[src/rtl/time_set_controller_pkg.sv]
// Shared types and constants for the time-set front end of the HH:MM:SS clock.
package time_set_controller_pkg;

  typedef enum logic [2:0] {
    RUN       = 3'd0,
    EDIT_HOUR = 3'd1,
    EDIT_MIN  = 3'd2,
    EDIT_SEC  = 3'd3,
    COMMIT    = 3'd4
  } state_t;

  localparam int HOUR_MAX = 23;
  localparam int MS_MAX   = 59;
  localparam int SEC_W    = 6;
  localparam int MIN_W    = 6;
  localparam int HOUR_W   = 5;

  function automatic logic is_edit(input state_t s);
    return (s == EDIT_HOUR) || (s == EDIT_MIN) || (s == EDIT_SEC);
  endfunction

endpackage

[src/rtl/time_set_controller_if.sv]
// Bus between the time-set controller (master) and the sec/min/hour counter chain (slave).
interface time_set_controller_if;
  import time_set_controller_pkg::*;

  logic [SEC_W-1:0]  cur_sec;
  logic [MIN_W-1:0]  cur_min;
  logic [HOUR_W-1:0] cur_hour;
  logic              run_en;
  logic              load_en;
  logic [SEC_W-1:0]  load_sec;
  logic [MIN_W-1:0]  load_min;
  logic [HOUR_W-1:0] load_hour;

  modport master (
    input  cur_sec, cur_min, cur_hour,
    output run_en, load_en, load_sec, load_min, load_hour
  );

  modport slave (
    output cur_sec, cur_min, cur_hour,
    input  run_en, load_en, load_sec, load_min, load_hour
  );
endinterface

[src/rtl/time_set_controller_field_wrap_counter.sv]
// Shadow register for one time field: parallel load, or +1/-1 wrapping between 0 and MAX.
module field_wrap_counter #(
  parameter int W   = 6,
  parameter int MAX = 59
) (
  input  logic         CLOCK_50_div,
  input  logic         debouncer_rst,
  input  logic         load,
  input  logic [W-1:0] load_val,
  input  logic         en,
  input  logic         inc,
  input  logic         dec,
  output logic [W-1:0] value
);

  localparam logic [W-1:0] MAX_V = W'(MAX);

  // NOTE: sequential state uses non-blocking (<=) so every register samples pre-edge values.
  always_ff @(posedge CLOCK_50_div or posedge debouncer_rst) begin
    if (debouncer_rst) begin
      value <= '0;
    end else if (load) begin
      value <= load_val;
    end else if (en && inc && !dec) begin
      value <= (value == MAX_V) ? '0 : value + W'(1);
    end else if (en && dec && !inc) begin
      value <= (value == '0) ? MAX_V : value - W'(1);
    end
  end

endmodule

[src/rtl/time_set_controller.sv]
// Time-set front end: freezes the counters, edits hour/min/sec shadows with blink and
// idle timeout, then issues a one-cycle load strobe with the edited time.
module time_set_controller
  import time_set_controller_pkg::*;
#(
  parameter int BLINK_HALF = 25,
  parameter int TIMEOUT    = 500
) (
  input  logic                         CLOCK_50_div,
  input  logic                         debouncer_rst,
  input  logic                         key_mode,
  input  logic                         key_inc,
  input  logic                         key_dec,
  time_set_controller_if.master        cnt_bus,
  output logic [2:0]                   blank_mask,
  output logic                         editing
);

  localparam int BW = (BLINK_HALF > 1) ? $clog2(BLINK_HALF) : 1;
  localparam int IW = (TIMEOUT > 1) ? $clog2(TIMEOUT) : 1;
  localparam logic [BW-1:0] BLINK_LAST = BW'(BLINK_HALF - 1);
  localparam logic [IW-1:0] IDLE_LAST  = IW'(TIMEOUT - 1);

  state_t            state_q, state_d;
  logic              prev_mode, prev_inc, prev_dec;
  logic              press_mode, press_inc, press_dec, any_press;
  logic [BW-1:0]     blink_q, blink_d;
  logic              phase_q, phase_d;
  logic [IW-1:0]     idle_q, idle_d;
  logic [2:0]        blank_d;
  logic              capture;
  logic [HOUR_W-1:0] sh_hour;
  logic [MIN_W-1:0]  sh_min;
  logic [SEC_W-1:0]  sh_sec;

  // Previous levels reset to 1 so a key held through reset release is not a press.
  always_ff @(posedge CLOCK_50_div or posedge debouncer_rst) begin
    if (debouncer_rst) begin
      prev_mode <= 1'b1;
      prev_inc  <= 1'b1;
      prev_dec  <= 1'b1;
    end else begin
      prev_mode <= key_mode;
      prev_inc  <= key_inc;
      prev_dec  <= key_dec;
    end
  end

  assign press_mode = key_mode & ~prev_mode;
  assign press_inc  = key_inc & ~prev_inc;
  assign press_dec  = key_dec & ~prev_dec;
  assign any_press  = press_mode | press_inc | press_dec;
  assign capture    = (state_q == RUN) && press_mode;

  // NOTE: every always_comb output gets a default first, so no path can infer a latch.
  always_comb begin
    state_d = state_q;
    case (state_q)
      RUN:       if (press_mode) state_d = EDIT_HOUR;
      EDIT_HOUR: if (press_mode) state_d = EDIT_MIN;
                 else if (!any_press && idle_q == IDLE_LAST) state_d = RUN;
      EDIT_MIN:  if (press_mode) state_d = EDIT_SEC;
                 else if (!any_press && idle_q == IDLE_LAST) state_d = RUN;
      EDIT_SEC:  if (press_mode) state_d = COMMIT;
                 else if (!any_press && idle_q == IDLE_LAST) state_d = RUN;
      COMMIT:    state_d = RUN;
      default:   state_d = RUN;
    endcase
  end

  // Blink phase and idle count restart on every field entry; inc/dec re-show the field.
  always_comb begin
    blink_d = blink_q;
    phase_d = phase_q;
    idle_d  = idle_q;
    if (!is_edit(state_d) || state_d != state_q) begin
      blink_d = '0;
      phase_d = 1'b0;
      idle_d  = '0;
    end else begin
      idle_d = any_press ? '0 : idle_q + IW'(1);
      if (press_inc || press_dec) begin
        blink_d = '0;
        phase_d = 1'b0;
      end else if (blink_q == BLINK_LAST) begin
        blink_d = '0;
        phase_d = ~phase_q;
      end else begin
        blink_d = blink_q + BW'(1);
      end
    end
  end

  always_comb begin
    blank_d = 3'b000;
    case (state_d)
      EDIT_HOUR: blank_d[2] = phase_d;
      EDIT_MIN:  blank_d[1] = phase_d;
      EDIT_SEC:  blank_d[0] = phase_d;
      default:   blank_d = 3'b000;
    endcase
  end

  always_ff @(posedge CLOCK_50_div or posedge debouncer_rst) begin
    if (debouncer_rst) begin
      state_q <= RUN;
      blink_q <= '0;
      phase_q <= 1'b0;
      idle_q  <= '0;
    end else begin
      state_q <= state_d;
      blink_q <= blink_d;
      phase_q <= phase_d;
      idle_q  <= idle_d;
    end
  end

  // Outputs are registered from the next state so they line up with state_q.
  always_ff @(posedge CLOCK_50_div or posedge debouncer_rst) begin
    if (debouncer_rst) begin
      cnt_bus.run_en    <= 1'b1;
      cnt_bus.load_en   <= 1'b0;
      cnt_bus.load_sec  <= '0;
      cnt_bus.load_min  <= '0;
      cnt_bus.load_hour <= '0;
      blank_mask        <= 3'b000;
      editing           <= 1'b0;
    end else begin
      cnt_bus.run_en  <= (state_d == RUN);
      cnt_bus.load_en <= (state_d == COMMIT);
      blank_mask      <= blank_d;
      editing         <= is_edit(state_d);
      if (state_d == COMMIT) begin
        cnt_bus.load_sec  <= sh_sec;
        cnt_bus.load_min  <= sh_min;
        cnt_bus.load_hour <= sh_hour;
      end
    end
  end

  field_wrap_counter #(.W(HOUR_W), .MAX(HOUR_MAX)) u_hour (
    .CLOCK_50_div  (CLOCK_50_div),
    .debouncer_rst (debouncer_rst),
    .load          (capture),
    .load_val      (cnt_bus.cur_hour),
    .en            ((state_q == EDIT_HOUR) && !press_mode),
    .inc           (press_inc),
    .dec           (press_dec),
    .value         (sh_hour)
  );

  field_wrap_counter #(.W(MIN_W), .MAX(MS_MAX)) u_min (
    .CLOCK_50_div  (CLOCK_50_div),
    .debouncer_rst (debouncer_rst),
    .load          (capture),
    .load_val      (cnt_bus.cur_min),
    .en            ((state_q == EDIT_MIN) && !press_mode),
    .inc           (press_inc),
    .dec           (press_dec),
    .value         (sh_min)
  );

  field_wrap_counter #(.W(SEC_W), .MAX(MS_MAX)) u_sec (
    .CLOCK_50_div  (CLOCK_50_div),
    .debouncer_rst (debouncer_rst),
    .load          (capture),
    .load_val      (cnt_bus.cur_sec),
    .en            ((state_q == EDIT_SEC) && !press_mode),
    .inc           (press_inc),
    .dec           (press_dec),
    .value         (sh_sec)
  );

endmodule

[src/flat_wrapper.sv]
// flat-port wrapper written by rule: the top's interface ports become plain ports
module time_set_controller_flat import time_set_controller_pkg::*;
#(
  parameter int BLINK_HALF = 25,
  parameter int TIMEOUT    = 500
)
  (CLOCK_50_div, debouncer_rst, key_mode, key_inc, key_dec, blank_mask, editing, cnt_bus_cur_sec, cnt_bus_cur_min, cnt_bus_cur_hour, cnt_bus_run_en, cnt_bus_load_en, cnt_bus_load_sec, cnt_bus_load_min, cnt_bus_load_hour);
  time_set_controller_if cnt_bus_i ();
  input  logic CLOCK_50_div;
  input  logic debouncer_rst;
  input  logic key_mode;
  input  logic key_inc;
  input  logic key_dec;
  output logic [2:0] blank_mask;
  output logic editing;
  input wire logic [$bits(cnt_bus_i.cur_sec)-1:0] cnt_bus_cur_sec;
  input wire logic [$bits(cnt_bus_i.cur_min)-1:0] cnt_bus_cur_min;
  input wire logic [$bits(cnt_bus_i.cur_hour)-1:0] cnt_bus_cur_hour;
  output wire logic [$bits(cnt_bus_i.run_en)-1:0] cnt_bus_run_en;
  output wire logic [$bits(cnt_bus_i.load_en)-1:0] cnt_bus_load_en;
  output wire logic [$bits(cnt_bus_i.load_sec)-1:0] cnt_bus_load_sec;
  output wire logic [$bits(cnt_bus_i.load_min)-1:0] cnt_bus_load_min;
  output wire logic [$bits(cnt_bus_i.load_hour)-1:0] cnt_bus_load_hour;
  assign cnt_bus_i.cur_sec = cnt_bus_cur_sec;
  assign cnt_bus_i.cur_min = cnt_bus_cur_min;
  assign cnt_bus_i.cur_hour = cnt_bus_cur_hour;
  assign cnt_bus_run_en = cnt_bus_i.run_en;
  assign cnt_bus_load_en = cnt_bus_i.load_en;
  assign cnt_bus_load_sec = cnt_bus_i.load_sec;
  assign cnt_bus_load_min = cnt_bus_i.load_min;
  assign cnt_bus_load_hour = cnt_bus_i.load_hour;
  time_set_controller #(.BLINK_HALF(BLINK_HALF), .TIMEOUT(TIMEOUT)) u_core (.CLOCK_50_div(CLOCK_50_div), .debouncer_rst(debouncer_rst), .key_mode(key_mode), .key_inc(key_inc), .key_dec(key_dec), .cnt_bus(cnt_bus_i), .blank_mask(blank_mask), .editing(editing));
endmodule
[config.mk]
export PLATFORM = sky130hd
export DESIGN_NAME = time_set_controller_flat
export DESIGN_NICKNAME = d
export VERILOG_FILES = /design/src/rtl/time_set_controller_pkg.sv /design/src/rtl/time_set_controller_if.sv /design/src/rtl/time_set_controller_field_wrap_counter.sv /design/src/rtl/time_set_controller.sv /design/src/flat_wrapper.sv
export SDC_FILE = /design/constraint.sdc
export NUM_CORES = 1
export LEC_CHECK = 0
export CAP_MARGIN = 20
export CORE_MARGIN = 10
export CORE_UTILIZATION = 55
export CTS_CLUSTER_SIZE = 40
export DETAILED_ROUTE_END_ITERATION = 8
export GPL_ROUTABILITY_DRIVEN = 0
export PLACE_DENSITY = 0.81
export SYNTH_ARGS = -nofsm -noshare
export SYNTH_HDL_FRONTEND = slang
export SYNTH_SLANG_ARGS = --single-unit
[constraint.sdc]
create_clock -name CLOCK_50_div -period 2.6 [get_ports CLOCK_50_div]
set_input_delay 0.26 -clock CLOCK_50_div [delete_from_list [all_inputs] [get_ports CLOCK_50_div]]
set_output_delay 0.26 -clock CLOCK_50_div [all_outputs]
set_load 0.02 [all_outputs]
After elaboration in Yosys (flattened, before gate mapping)
Index checks and enable logic that the tools add are counted.
{"block": "word_totals", "output_inout_bits": 23, "latch_bits": 0, "memories": 0, "word_cells": 113, "input_bits": 22, "ram_bits": 0, "ff_bits": 61, "mem_bits_ro": 0}
{"block": "op_classes", "n_bitwise": 9, "shifts": 0, "mul": 0, "n_div": 0, "add_sub_neg": 8, "n_mux": 32, "eq_ne": 13, "reduce_logical": 34, "n_lt_le_gt_ge": 0}
{"cell": "$mux W6", "n": 10}
{"cell": "$mux W5", "n": 8}
{"cell": "$mux W9", "n": 2}
{"cell": "$logic_and A1 B1 Y1", "n": 17}
{"cell": "$mux W3", "n": 5}
{"cell": "$add A6 B1 Y6 const B", "n": 2}
{"cell": "$eq A3 B2 Y1 const B", "n": 4}
{"cell": "$eq A6 B6 Y1 const B", "n": 2}
{"cell": "$logic_not A6 Y1", "n": 2}
{"cell": "$pmux W3 S4", "n": 1}
{"cell": "$sub A6 B1 Y6 const B", "n": 2}
{"cell": "$add A5 B1 Y5 const B", "n": 2}
{"cell": "$eq A5 B5 Y1 const B", "n": 2}
{"cell": "$add A9 B1 Y9 const B", "n": 1}
{"cell": "$eq A9 B9 Y1 const B", "n": 1}
{"cell": "$reduce_bool A3 Y1", "n": 3}
{"cell": "$eq A3 B1 Y1 const B", "n": 2}
{"cell": "$logic_not A3 Y1", "n": 2}
{"cell": "$mux W1", "n": 6}
{"cell": "$logic_not A1 Y1", "n": 5}
{"cell": "$logic_not A5 Y1", "n": 1}
{"cell": "$sub A5 B1 Y5 const B", "n": 1}
{"cell": "$logic_or A1 B1 Y1", "n": 4}
{"cell": "$not A1 Y1", "n": 4}
{"cell": "other kinds (4)", "n": 7}

Longest topological paths before layout
Gate-level depths: netlist (run 1).
{"block": "logic_depth", "word_depth": 16, "ltp_mapped": 7}

Modules after synthesis
From an unflattened synthesis (run 1), not the netlist that was laid out.
{"block": "unflattened", "cells_unflattened": 355, "area_unflattened_um2": 3572.2}
{"module": "time_set_controller", "seq_area_each_um2": 1106.1, "area_each_um2": 1835.5, "cells_per_inst": 145, "n_inst": 1}
{"module": "field_wrap_counter (u_core.u_min ...)", "seq_area_each_um2": 150.1, "area_each_um2": 640.6, "cells_per_inst": 78, "n_inst": 2}
{"module": "field_wrap_counter (u_core.u_hour)", "seq_area_each_um2": 125.1, "area_each_um2": 455.4, "cells_per_inst": 54, "n_inst": 1}

Worst setup path before layout (run 1)
Ideal clock, no wire load.
{"block": "synth_path", "path_kind": "reg2reg", "startpoint": "register u_core.prev_mode", "endpoint": "register u_core.u_min.value[5]", "path_slack_ns": 0.831, "path_stages_with_launch": 7, "required_time_ns": 2.480, "t_arrival_ns": 1.649, "cell_sequence": "dfstp_2 -> nor2b_4 -> buf_6 -> or4b_4 -> o21ai_2 -> o21ai_0 -> a31o_1"}
{"block": "synth_between", "elab_chain_cells": 8, "elab_cells_between_ends": 12, "classes_between": "2 x mux; 2 x bitwise; 8 x reduce/logical"}
{"element": "from (decl)", "line": "time_set_controller.sv:25", "source": "logic prev_mode, prev_inc, prev_dec;"}
{"element": "from (signal assigned)", "line": "time_set_controller.sv:43", "source": "prev_mode <= key_mode;"}
{"element": "$not A1 Y1 (*)", "line": "time_set_controller.sv:49", "source": "assign press_mode = key_mode & ~prev_mode;"}
{"element": "$and A1 B1 Y1 (*)", "line": "time_set_controller.sv:49"}
{"element": "$logic_not A1 Y1", "line": "time_set_controller.sv:157", "source": ".en ((state_q == EDIT_MIN) && !press_mode),"}
{"element": "$logic_and A1 B1 Y1", "line": "time_set_controller.sv:157"}
{"element": "$logic_and A1 B1 Y1 (2 in series)", "line": "time_set_controller_field_wrap_counter.sv:24", "source": "end else if (en && inc && !dec) begin"}
{"element": "$mux W6", "line": "time_set_controller_field_wrap_counter.sv:24"}
{"element": "$mux W6", "line": "time_set_controller_field_wrap_counter.sv:22", "source": "end else if (load) begin"}
{"element": "to (signal assigned)", "line": "time_set_controller_field_wrap_counter.sv:23", "source": "value <= load_val;"}
{"element": "to (signal assigned)", "line": "time_set_controller_field_wrap_counter.sv:25", "source": "value <= (value == MAX_V) ? '0 : value + W'(1);"}
{"element": "to (signal assigned)", "line": "time_set_controller_field_wrap_counter.sv:27", "source": "value <= (value == '0) ? MAX_V : value - W'(1);"}
{"element": "to (decl)", "line": "time_set_controller_field_wrap_counter.sv:13", "source": "output logic [W-1:0] value"}
Every way passes the cells marked *; elsewhere a longest branch is shown, timed or not.
A chain may end at the register's enable or synchronous reset.

Final worst setup path (run 1)
{"block": "layout_path", "startpoint": "register u_core.prev_dec", "endpoint": "register u_core.u_hour.value[0]"}
{"block": "layout_between", "elab_chain_cells": 6, "elab_cells_between_ends": 9, "classes_between": "2 x mux; 2 x bitwise; 5 x reduce/logical"}
{"element": "from (decl)", "line": "time_set_controller.sv:25"}
{"element": "from (signal assigned)", "line": "time_set_controller.sv:45", "source": "prev_dec <= key_dec;"}
{"element": "$not A1 Y1 (*)", "line": "time_set_controller.sv:51", "source": "assign press_dec = key_dec & ~prev_dec;"}
{"element": "$and A1 B1 Y1 (*)", "line": "time_set_controller.sv:51"}
{"element": "$logic_not A1 Y1", "line": "time_set_controller_field_wrap_counter.sv:24"}
{"element": "$logic_and A1 B1 Y1", "line": "time_set_controller_field_wrap_counter.sv:24"}
{"element": "$mux W5", "line": "time_set_controller_field_wrap_counter.sv:24"}
{"element": "$mux W5", "line": "time_set_controller_field_wrap_counter.sv:22"}
{"element": "to (signal assigned)", "line": "time_set_controller_field_wrap_counter.sv:23"}
{"element": "to (signal assigned)", "line": "time_set_controller_field_wrap_counter.sv:25"}
{"element": "to (signal assigned)", "line": "time_set_controller_field_wrap_counter.sv:27"}
{"element": "to (decl)", "line": "time_set_controller_field_wrap_counter.sv:13"}
Marks and branches as above.

==> impl_metrics.csv, run 1 <==
group,metric,value,unit
layout,multi_input_area,0.00179,mm2
die,rows,28,
layout,register_area,0.00153,mm2
drt,routed_wl,8280,um
worst_setup_path,crit_type,"reg2reg",
synthesis,ys_types,61,
clock_tree,worstSkewPairLatency,0.35,ns
clock_tree,cts_resized,0,
placement,dp.final_hpwl,6080,um
sta,setup_viol_count_final,0,
sta,setup_ws,0.668,ns
placement,dp_slack,0.412,ns
clock_tree,cts.sinks,61,
sta,slew_violations,0,
worst_setup_path,crit_fanout,11,
sta,fin_crit,1.93,ns
synthesis,ys_seq_area_frac,0.441,
global_routing,antenna_found_initial,0,
drt,via_count,2948,
worst_setup_path,cpPeakStageDelay,0.53,ns
synthesis,synth_area_leaders,"dfrtp_1 (41%), mux2_2 (5.8%), nor2_1 (5.1%)",
drt,drt_iter0_drc,183,
sta,hold_viol,0,
global_routing,overflow,0,
power,p_seq_frac,0.391,
clock_tree,clockBufferDepth,2,
clock_tree,cts_buffers,9,
layout,diodes,0,
placement,portBuffers,44,
power,switching_power,1.70,mW
sta,rsz0062_at_grt,"no",
drt,route.met3.wl,701,um
power,p_per_area,1020,mW/mm2
drt,top_layer,"met4",
die,die_w,99.4,um
die,io_pins,45,
power,p_int,2.56,mW
drt,wl_met2,3800,um
synthesis,synthFlopType,"dfrtp_1",
layout,syn_to_final_growth,20.3,%
sta,whs,0.289,ns
sta,max_freq,518,MHz
clock_tree,cts-hold-fix-buffers,0,
global_routing,first_global_vias,2904,
drt,routedWlPerCell,16.7,um
synthesis,synth-seq-cells,61,
global_routing,grt_util_all_layers,0.171,
clock_tree,clkTransAtPathRegs,0.07,ns
synthesis,netlist.area_leader.share,0.411,
synthesis,synth_edf_count,0,
die,die_y,99.4,um
sta,tightest_slew,1.06,ns
drt,antenna_left,0,
synthesis,yosysWarnings,0,
power,leakage,1.69,nW
worst_setup_path,cpMaxStageDelayCell,"dfstp_2",
drt,drc_errors,0,
worst_hold_path,min_path_type,"in2async",
drt,first_pass_iters,4,
power,ir_drop,0.665,mV
worst_setup_path,path_cells,"nand2b_1 > nand2_1 > o31a_1 > nor4_1 > o21ai_0",
global_routing,grt_pass1_wl,13900,um
sta,fin_tns_setup,0,ns
sta,timing.final.crit_share,0.743,
sta,maxSlewHeadroom,0.286,
synthesis,syn_inst,370,
synthesis,synth_fp_nets,403,
clock_tree,post_cts_buffers,0,
sta,clock_skew,0.0134,ns
worst_setup_path,critPathLaunchType,"register",
power,p_comb_frac,0.417,
power,p_sw_frac,0.399,
die,coreArea,0.00603,mm2
clock_tree,cts-root-buf,"clkbuf_8",
global_routing,grt_start_max_net_pins,30,
synthesis,ys_async_sr_fraction,1.00,
synthesis,synth_top_area_cell,"dfrtp_1",
drt,via_per_inst,5.93,
drt,met1_length,3650,um
power,clkPwrFrac,0.192,
outcome,status,"finished clean",
layout,fillers,470,
worst_setup_path,cp_data_arrival_time,2.15,ns
worst_setup_path,endpoint_kind,"register",
synthesis,synth_most_common_cell,"dfrtp_1",
synthesis,synth.avg_cell_area,9.38,um2
layout,fin_nets,450,
run,max_cap_violations,0,
clock_tree,cts_tree,"built",
worst_setup_path,cp.required,2.82,ns
clock_tree,cts.htree.levels,3,
synthesis,synthesis.area,0.00347,mm2
layout,drive_above_1_share,0.137,
synthesis,synth_common_cells,"dfrtp_1 (57), nor2_1 (47), nand2_1 (29)",
die,start_util,0.576,
die,dieArea,0.00989,mm2
-- cell type report --
class                           count  area share
Tap cell                           75      0.0225
Inverter                           18      0.0162
Timing Repair Buffer               53       0.122
Clock inverter                      5      0.0126
Multi-Input combinational cell    274       0.429
Clock buffer                       11      0.0315
Sequential cell                    61       0.367
-- power by group through the flow --
stage	Sequential (mW)	Combinational, mW	Clock (mW)
3_3_place_gp	1.65	1.74	0
3_5_place_dp	1.68	1.78	0
6_report	1.67	1.78	0.817
4_1_cts	1.66	1.79	0.832
5_1_grt	1.72	1.97	0.867
2_1_floorplan	1.65	1.17	0
-- metal layers --
| metal | global-route usage | up-vias |
|---|---|---|
| li1 | - | 1410 |
| met1 | 0.213 | 1420 |
| met2 | 0.263 | 105 |
| met3 | 0.0637 | 13 |
| met4 | 0.0684 | 0 |
| met5 | 0 | - |
-- metrics by stage --
step	utilization	power, mW	std cells	instance area [um2]
floorplan	-	2.82	370	3470
global placement	0.662	3.39	481	3990
detailed placement	0.662	3.46	481	3990
CTS	0.693	4.28	497	4180
global route	0.693	4.56	497	4180
finish	0.693	4.26	497	4180
-- placed cells by master (no fill, tap or decap), types with 3 or more instances in the layout --
cell,synthesis,layout
dfstp_2,4,4
nor2_1,47,47
o22ai_1,3,3
o31ai_1,4,4
mux2_2,18,18
ha_1,11,11
buf_4,1,9
nor3_1,6,6
o21ai_0,23,23
clkdlybuf4s50_1,0,44
nand3b_1,3,3
nor4_1,5,5
a31oi_1,5,5
xor2_1,3,3
a21oi_1,18,18
nand3_1,20,20
a21o_1,3,3
nand4_1,4,4
xnor2_1,15,15
nor2_2,4,4
nand2b_1,5,5
o211ai_1,5,5
o221ai_1,4,4
nand2_1,29,29
dfrtp_1,57,57
clkbuf_8,0,9
inv_1,18,17
clkinv_2,0,3
-- sequential cells by signal, indices dropped and copies added, names as in the netlist --
register / flops
u_core.idle_q: 9
u_core.cnt_bus.load_min: 6
u_core.cnt_bus.load_sec: 6
u_core.u_min.value: 6
u_core.u_sec.value: 6
u_core.blink_q: 5
u_core.cnt_bus.load_hour: 5
u_core.u_hour.value: 5
u_core.blank_mask: 3
u_core.state_q: 3
u_core.cnt_bus.load_en: 1
u_core.cnt_bus.run_en: 1
u_core.editing: 1
u_core.phase_q: 1
u_core.prev_dec: 1
u_core.prev_inc: 1
u_core.prev_mode: 1
-- worst paths after layout --
kind / start / end / slack (ns) / cells after the start
min reg2reg: u_core.cnt_bus.load_min[0]$_DFFE_PP0P_ / u_core.cnt_bus.load_min[0]$_DFFE_PP0P_ / 0.51 / 1
min: debouncer_rst / u_core.blink_q[0]$_DFF_PP0_ / 0.29 / 2
max reg2reg: u_core.prev_dec$_DFF_PP1_ / u_core.u_hour.value[0]$_DFFE_PP0P_ / 0.67 / 5
max in group asynchronous: debouncer_rst / u_core.cnt_bus.load_min[1]$_DFFE_PP0P_ / 1.63 / 3
min in group CLOCK_50_div: key_inc / u_core.prev_inc$_DFF_PP1_ / 0.36 / 1
max: u_core.prev_dec$_DFF_PP1_ / u_core.u_hour.value[0]$_DFFE_PP0P_ / 0.67 / 5
-- worst max-delay path, delay by kind of cell, from the launching register on --
| family | cells | cell delay (ns) |
|---|---|---|
| simple gates | 3 | 0.79 |
| flops | 1 | 0.53 |
| compound gates | 2 | 0.49 |
-- logic make-up after synthesis --
family | synth area share
simple gates | 0.204
compound gates | 0.158
flops | 0.441
buf+inv | 0.0429
mux | 0.0642
xor+xnor | 0.0501
fa+ha+maj | 0.0397
Power figures use the tool's default switching activity.
==> run 2: changes to the inputs <==
clock period = 1.95 ns   (was 2.6 ns; I/O delays follow)
==> impl_metrics.csv, run 2 (synthesis gave the netlist of run 1 again) <==
group,metric,value,unit
worst_setup_path,endpoint_kind,"register",
sta,tightest_slew,0.401,ns
die,rows,28,
drt,via_per_inst,5.86,
layout,drive_above_1_share,0.174,
die,dieArea,0.00989,mm2
clock_tree,cts_tree,"built",
drt,routedWlPerCell,16.6,um
global_routing,first_global_vias,3029,
sta,max_freq,538,MHz
power,ir_drop,0.881,mV
layout,fin_nets,465,
sta,setup_ws,0.0929,ns
layout,final_cell_mix,"dfrtp_1 (56), nor2_1 (47), clkdlybuf4s50_1 (44), nand2_1 (28), buf_4 (23)",
worst_setup_path,cp_data_arrival_time,2.09,ns
layout,fillers,467,
worst_setup_path,crit_fanout,6,
sta,fin_crit,1.86,ns
worst_setup_path,critPathBufInv,0,
worst_setup_path,r2r_cells,5,
global_routing,antenna_found_initial,0,
layout,final_cells,512,
die,die_y,99.4,um
clock_tree,cts.htree.levels,3,
sta,maxSlewHeadroom,0.731,
placement,post-place-cells,495,
drt,first_pass_iters,5,
die,die_w,99.4,um
placement,portBuffers,44,
power,p_per_area,1370,mW/mm2
drt,routed_wl,8510,um
layout,diodes,0,
sta,whs,0.0156,ns
worst_setup_path,crit_family,"simple AND/OR/NAND/NOR gates",
sta,clock_skew,0.00794,ns
layout,largest_register,"u_core.idle_q",
global_routing,grt_pass1_wl,14400,um
worst_setup_path,cp.required,2.18,ns
placement,dp_slack,-0.0430,ns
clock_tree,clkTransAtPathRegs,0.07,ns
sta,setup_viol_count_final,0,
global_routing,grt_start_max_net_pins,39,
clock_tree,cts.sinks,61,
layout,register_area,0.00153,mm2
drt,drt_iter0_drc,165,
clock_tree,cts-root-buf,"clkbuf_8",
sta,rsz0062_at_grt,"no",
die,coreArea,0.00603,mm2
worst_setup_path,path_cells,"nor2b_4 > or4b_4 > nor2_2 > o21ai_0 > a31o_1",
worst_setup_path,cpPeakStageDelay,0.56,ns
clock_tree,clockBufferDepth,2,
layout,largest_reg_flops,9,
clock_tree,cts_buffers,9,
layout,final_common_cell,"dfrtp_1",
outcome,status,"finished clean",
clock_tree,worstSkewPairLatency,0.35,ns
layout,multi_input_area,0.00181,mm2
die,io_pins,45,
global_routing,overflow,0,
sta,timing.final.crit_share,0.952,
clock_tree,cts-hold-fix-buffers,0,
drt,via_count,3001,
worst_setup_path,crit_type,"reg2reg",
worst_setup_path,critPathLaunchType,"register",
drt,antenna_left,0,
sta,slew_violations,0,
power,p_total,5.96,mW
drt,drc_errors,0,
worst_setup_path,cpMaxStageDelayCell,"dfstp_2",
placement,dp.final_hpwl,6070,um
worst_setup_path,critical_path_depth,5,
die,start_util,0.576,
global_routing,grt_util_all_layers,0.176,
sta,hold_viol,0,
layout,syn_to_final_growth,25.4,%
power,leakage,1.78,nW
worst_hold_path,min_path_type,"in2async",
run,max_cap_violations,0,
worst_setup_path,rrSetupSlack,0.09,ns
## run 2: repair_timing
| action | 4_1_cts | 5_1_grt |
|---|---|---|
| gates resized for setup | 0 | 5 |
| setup endpoints to repair | 0 | 3 |
| buffers inserted | 0 | 1 |
## run 2: layout make-up
type	instances	share of cell area
Inverter	18	0.0155
Timing Repair Buffer	68	0.145
Tap cell	75	0.0216
Multi-Input combinational cell	274	0.415
Clock inverter	4	0.0167
Clock buffer	12	0.0334
Sequential cell	61	0.352
## run 2: power breakdown
group          switching (mW)  leakage (nW)  internal, mW
sequential              0.546         0.752          1.68
combinational            1.27         0.922          1.21
clock                   0.499         0.107         0.753
## run 2: through the flow
step | instance area, um2 | TNS [ns] | util
floorplan | 3470 | 0 | -
global placement | 4110 | 0 | 0.682
detailed placement | 4110 | -0.0682 | 0.682
CTS | 4330 | 0 | 0.718
global route | 4350 | 0 | 0.722
finish | 4350 | 0 | 0.722
## run 2: final timing paths
kind,start,end
max in group asynchronous,debouncer_rst,u_core.prev_dec$_DFF_PP1_
min reg2reg,u_core.idle_q[0]$_DFF_PP0_,u_core.idle_q[0]$_DFF_PP0_
max reg2reg,u_core.prev_mode$_DFF_PP1_,u_core.u_min.value[5]$_DFFE_PP0P_
min,debouncer_rst,u_core.blink_q[4]$_DFF_PP0_
max,u_core.prev_mode$_DFF_PP1_,u_core.u_min.value[5]$_DFFE_PP0P_
min in group CLOCK_50_div,key_inc,u_core.prev_inc$_DFF_PP1_
## run 2: worst register-to-register path, stage by stage (launching register included)
cell and delay [ns]:
dfstp_2 0.56, nor2b_4 0.05, or4b_4 0.54, nor2_2 0.17
o21ai_0 0.16, a31o_1 0.26
## run 2: routing by layer
metal,wire length (um),up-vias,GRT usage
met5,0,-,0
met4,224,0,0.0871
met3,629,23,0.0547
met2,3990,114,0.280
met1,3660,1426,0.211
li1,-,1438,-
==> run 3: changes to the inputs <==
SETUP_SLACK_MARGIN = 0.4   (was not set)
TNS_END_PERCENT = 5   (was not set)
==> impl_metrics.csv, run 3 (synthesis gave the netlist of run 1 again) <==
group,metric,value,unit
layout,drive_above_1_share,0.218,
die,io_pins,45,
clock_tree,cts.htree.levels,3,
layout,largest_reg_flops,9,
placement,portBuffers,44,
worst_setup_path,cpMaxStageDelayCell,"dfstp_2",
sta,max_freq,559,MHz
sta,clock_skew,0.00984,ns
drt,via_count,3165,
sta,hold_viol,0,
clock_tree,cts-root-buf,"clkbuf_8",
global_routing,overflow,0,
die,dieArea,0.00989,mm2
layout,register_area,0.00154,mm2
sta,timing.final.crit_share,0.918,
layout,fillers,431,
drt,antenna_left,0,
run,max_cap_violations,0,
clock_tree,cts_tree,"built",
clock_tree,cts.sinks,61,
sta,maxSlewHeadroom,0.690,
global_routing,grt_util_all_layers,0.189,
layout,diodes,0,
power,p_per_area,1310,mW/mm2
placement,dp.final_hpwl,6310,um
sta,slew_violations,0,
worst_setup_path,crit_family,"simple AND/OR/NAND/NOR gates",
drt,drt_iter0_drc,231,
clock_tree,cts_buffers,9,
layout,fin_nets,473,
worst_setup_path,crit_type,"reg2reg",
placement,post-place-cells,498,
worst_setup_path,endpoint_kind,"register",
die,rows,28,
power,ir_drop,0.899,mV
sta,fin_crit,1.79,ns
die,start_util,0.576,
sta,whs,0.167,ns
sta,rsz0062_at_grt,"yes",
layout,final_common_cell,"dfrtp_1",
global_routing,grt_start_max_net_pins,25,
layout,final_cell_area,0.00447,mm2
layout,multi_input_area,0.00188,mm2
power,p_total,5.86,mW
drt,routed_wl,9090,um
die,die_w,99.4,um
worst_setup_path,cp_data_arrival_time,2.03,ns
global_routing,grt_pass1_wl,15300,um
worst_hold_path,min_path_type,"in2async",
worst_setup_path,cp.required,2.19,ns
layout,largest_register,"u_core.idle_q",
clock_tree,worstSkewPairLatency,0.35,ns
power,leakage,1.83,nW
placement,dpl-instance-area,0.00414,mm2
sta,tightest_slew,0.464,ns
drt,via_per_inst,6.09,
layout,final_cells,520,
sta,fin_tns_setup,0,ns
worst_setup_path,path_cells,"nor2b_4 > or4b_4 > o21ai_4 > o21ai_0 > a31o_1",
worst_setup_path,critPathLaunchType,"register",
clock_tree,clkTransAtPathRegs,0.07,ns
die,coreArea,0.00603,mm2
global_routing,first_global_vias,3183,
worst_setup_path,critPathBufInv,0,
drt,drc_errors,0,
clock_tree,clockBufferDepth,2,
die,die_y,99.4,um
worst_setup_path,cpPeakStageDelay,0.55,ns
worst_setup_path,crit_fanout,6,
sta,setup_viol_count_final,0,
outcome,status,"finished clean",
drt,first_pass_iters,5,
layout,final_cell_mix,"dfrtp_1 (53), nor2_1 (45), clkdlybuf4s50_1 (44), buf_4 (29), nand2_1 (27)",
global_routing,antenna_found_initial,0,
layout,syn_to_final_growth,28.8,%
drt,routedWlPerCell,17.5,um
## run 3: changes by cell type in the layout (fill, tap and decap cells not counted), moves of 2 or more
cell,previous run,this run
dfrtp_1,56,53
and2b_4,0,2
nor2_4,1,4
buf_4,23,29
nand2b_4,0,2
buf_12,1,3
nand2b_1,5,2
dfrtp_2,1,4
and2b_1,2,0
nor2_1,47,45
bufinv_16,2,0
## run 3: routing by layer
layer	wire length [um]	vias to the layer above	track usage
met5	0	-	0
met4	296	0	0.109
met3	716	32	0.0498
met2	4380	162	0.300
met1	3700	1516	0.226
li1	-	1455	-
## run 3: where the power goes
group / internal [mW] / leakage, nW / switching, mW
clock network: 0.528 / 0.0905 / 0.489
registers: 1.69 / 0.748 / 0.546
logic: 1.27 / 0.994 / 1.34
## run 3: what timing repair did
item,in CTS,in global routing
gates resized for setup,10,16
pin swaps,2,5
hold buffers,0,0
cloned,0,0
setup endpoints to repair,40,61
setup buffers,1,5
endpoints found under the hold margin,0,0
## run 3: final timing paths
kind | endpoint | slack [ns] | cells past startpoint | startpoint
max reg2reg | u_core.u_min.value[5]$_DFFE_PP0P_ | 0.16 | 5 | u_core.prev_mode$_DFF_PP1_
max in group asynchronous | u_core.state_q[2]$_DFF_PP0_ | 1.27 | 3 | debouncer_rst
min reg2reg | u_core.idle_q[0]$_DFF_PP0_ | 0.49 | 1 | u_core.idle_q[0]$_DFF_PP0_
min | u_core.idle_q[5]$_DFF_PP0_ | 0.17 | 2 | debouncer_rst
min in group CLOCK_50_div | u_core.prev_mode$_DFF_PP1_ | 0.31 | 1 | key_mode
max | u_core.u_min.value[5]$_DFFE_PP0P_ | 0.16 | 5 | u_core.prev_mode$_DFF_PP1_
## run 3: area by class of cell
| class | count | share of cell area |
|---|---|---|
| Inverter | 18 | 0.0151 |
| Sequential cell | 61 | 0.344 |
| Multi-Input combinational cell | 274 | 0.421 |
| Timing Repair Buffer | 76 | 0.161 |
| Tap cell | 75 | 0.0210 |
| Clock buffer | 14 | 0.0364 |
| Clock inverter | 2 | 0.00224 |
## run 3: worst reg2reg max path: cells and delay by family (launching register included)
| kind | cells | cell delay, ns |
|---|---|---|
| AOI/OAI and AO/OA | 3 | 0.52 |
| and+or+nand+nor | 2 | 0.60 |
| DFF | 1 | 0.55 |
## run 3: through the flow
step,setup WS (ns),util
5_1_grt,0.0986,0.742
2_1_floorplan,0.181,-
3_3_place_gp,0.0249,0.688
6_report,0.160,0.742
4_1_cts,0.204,0.728
3_5_place_dp,-0.0269,0.688
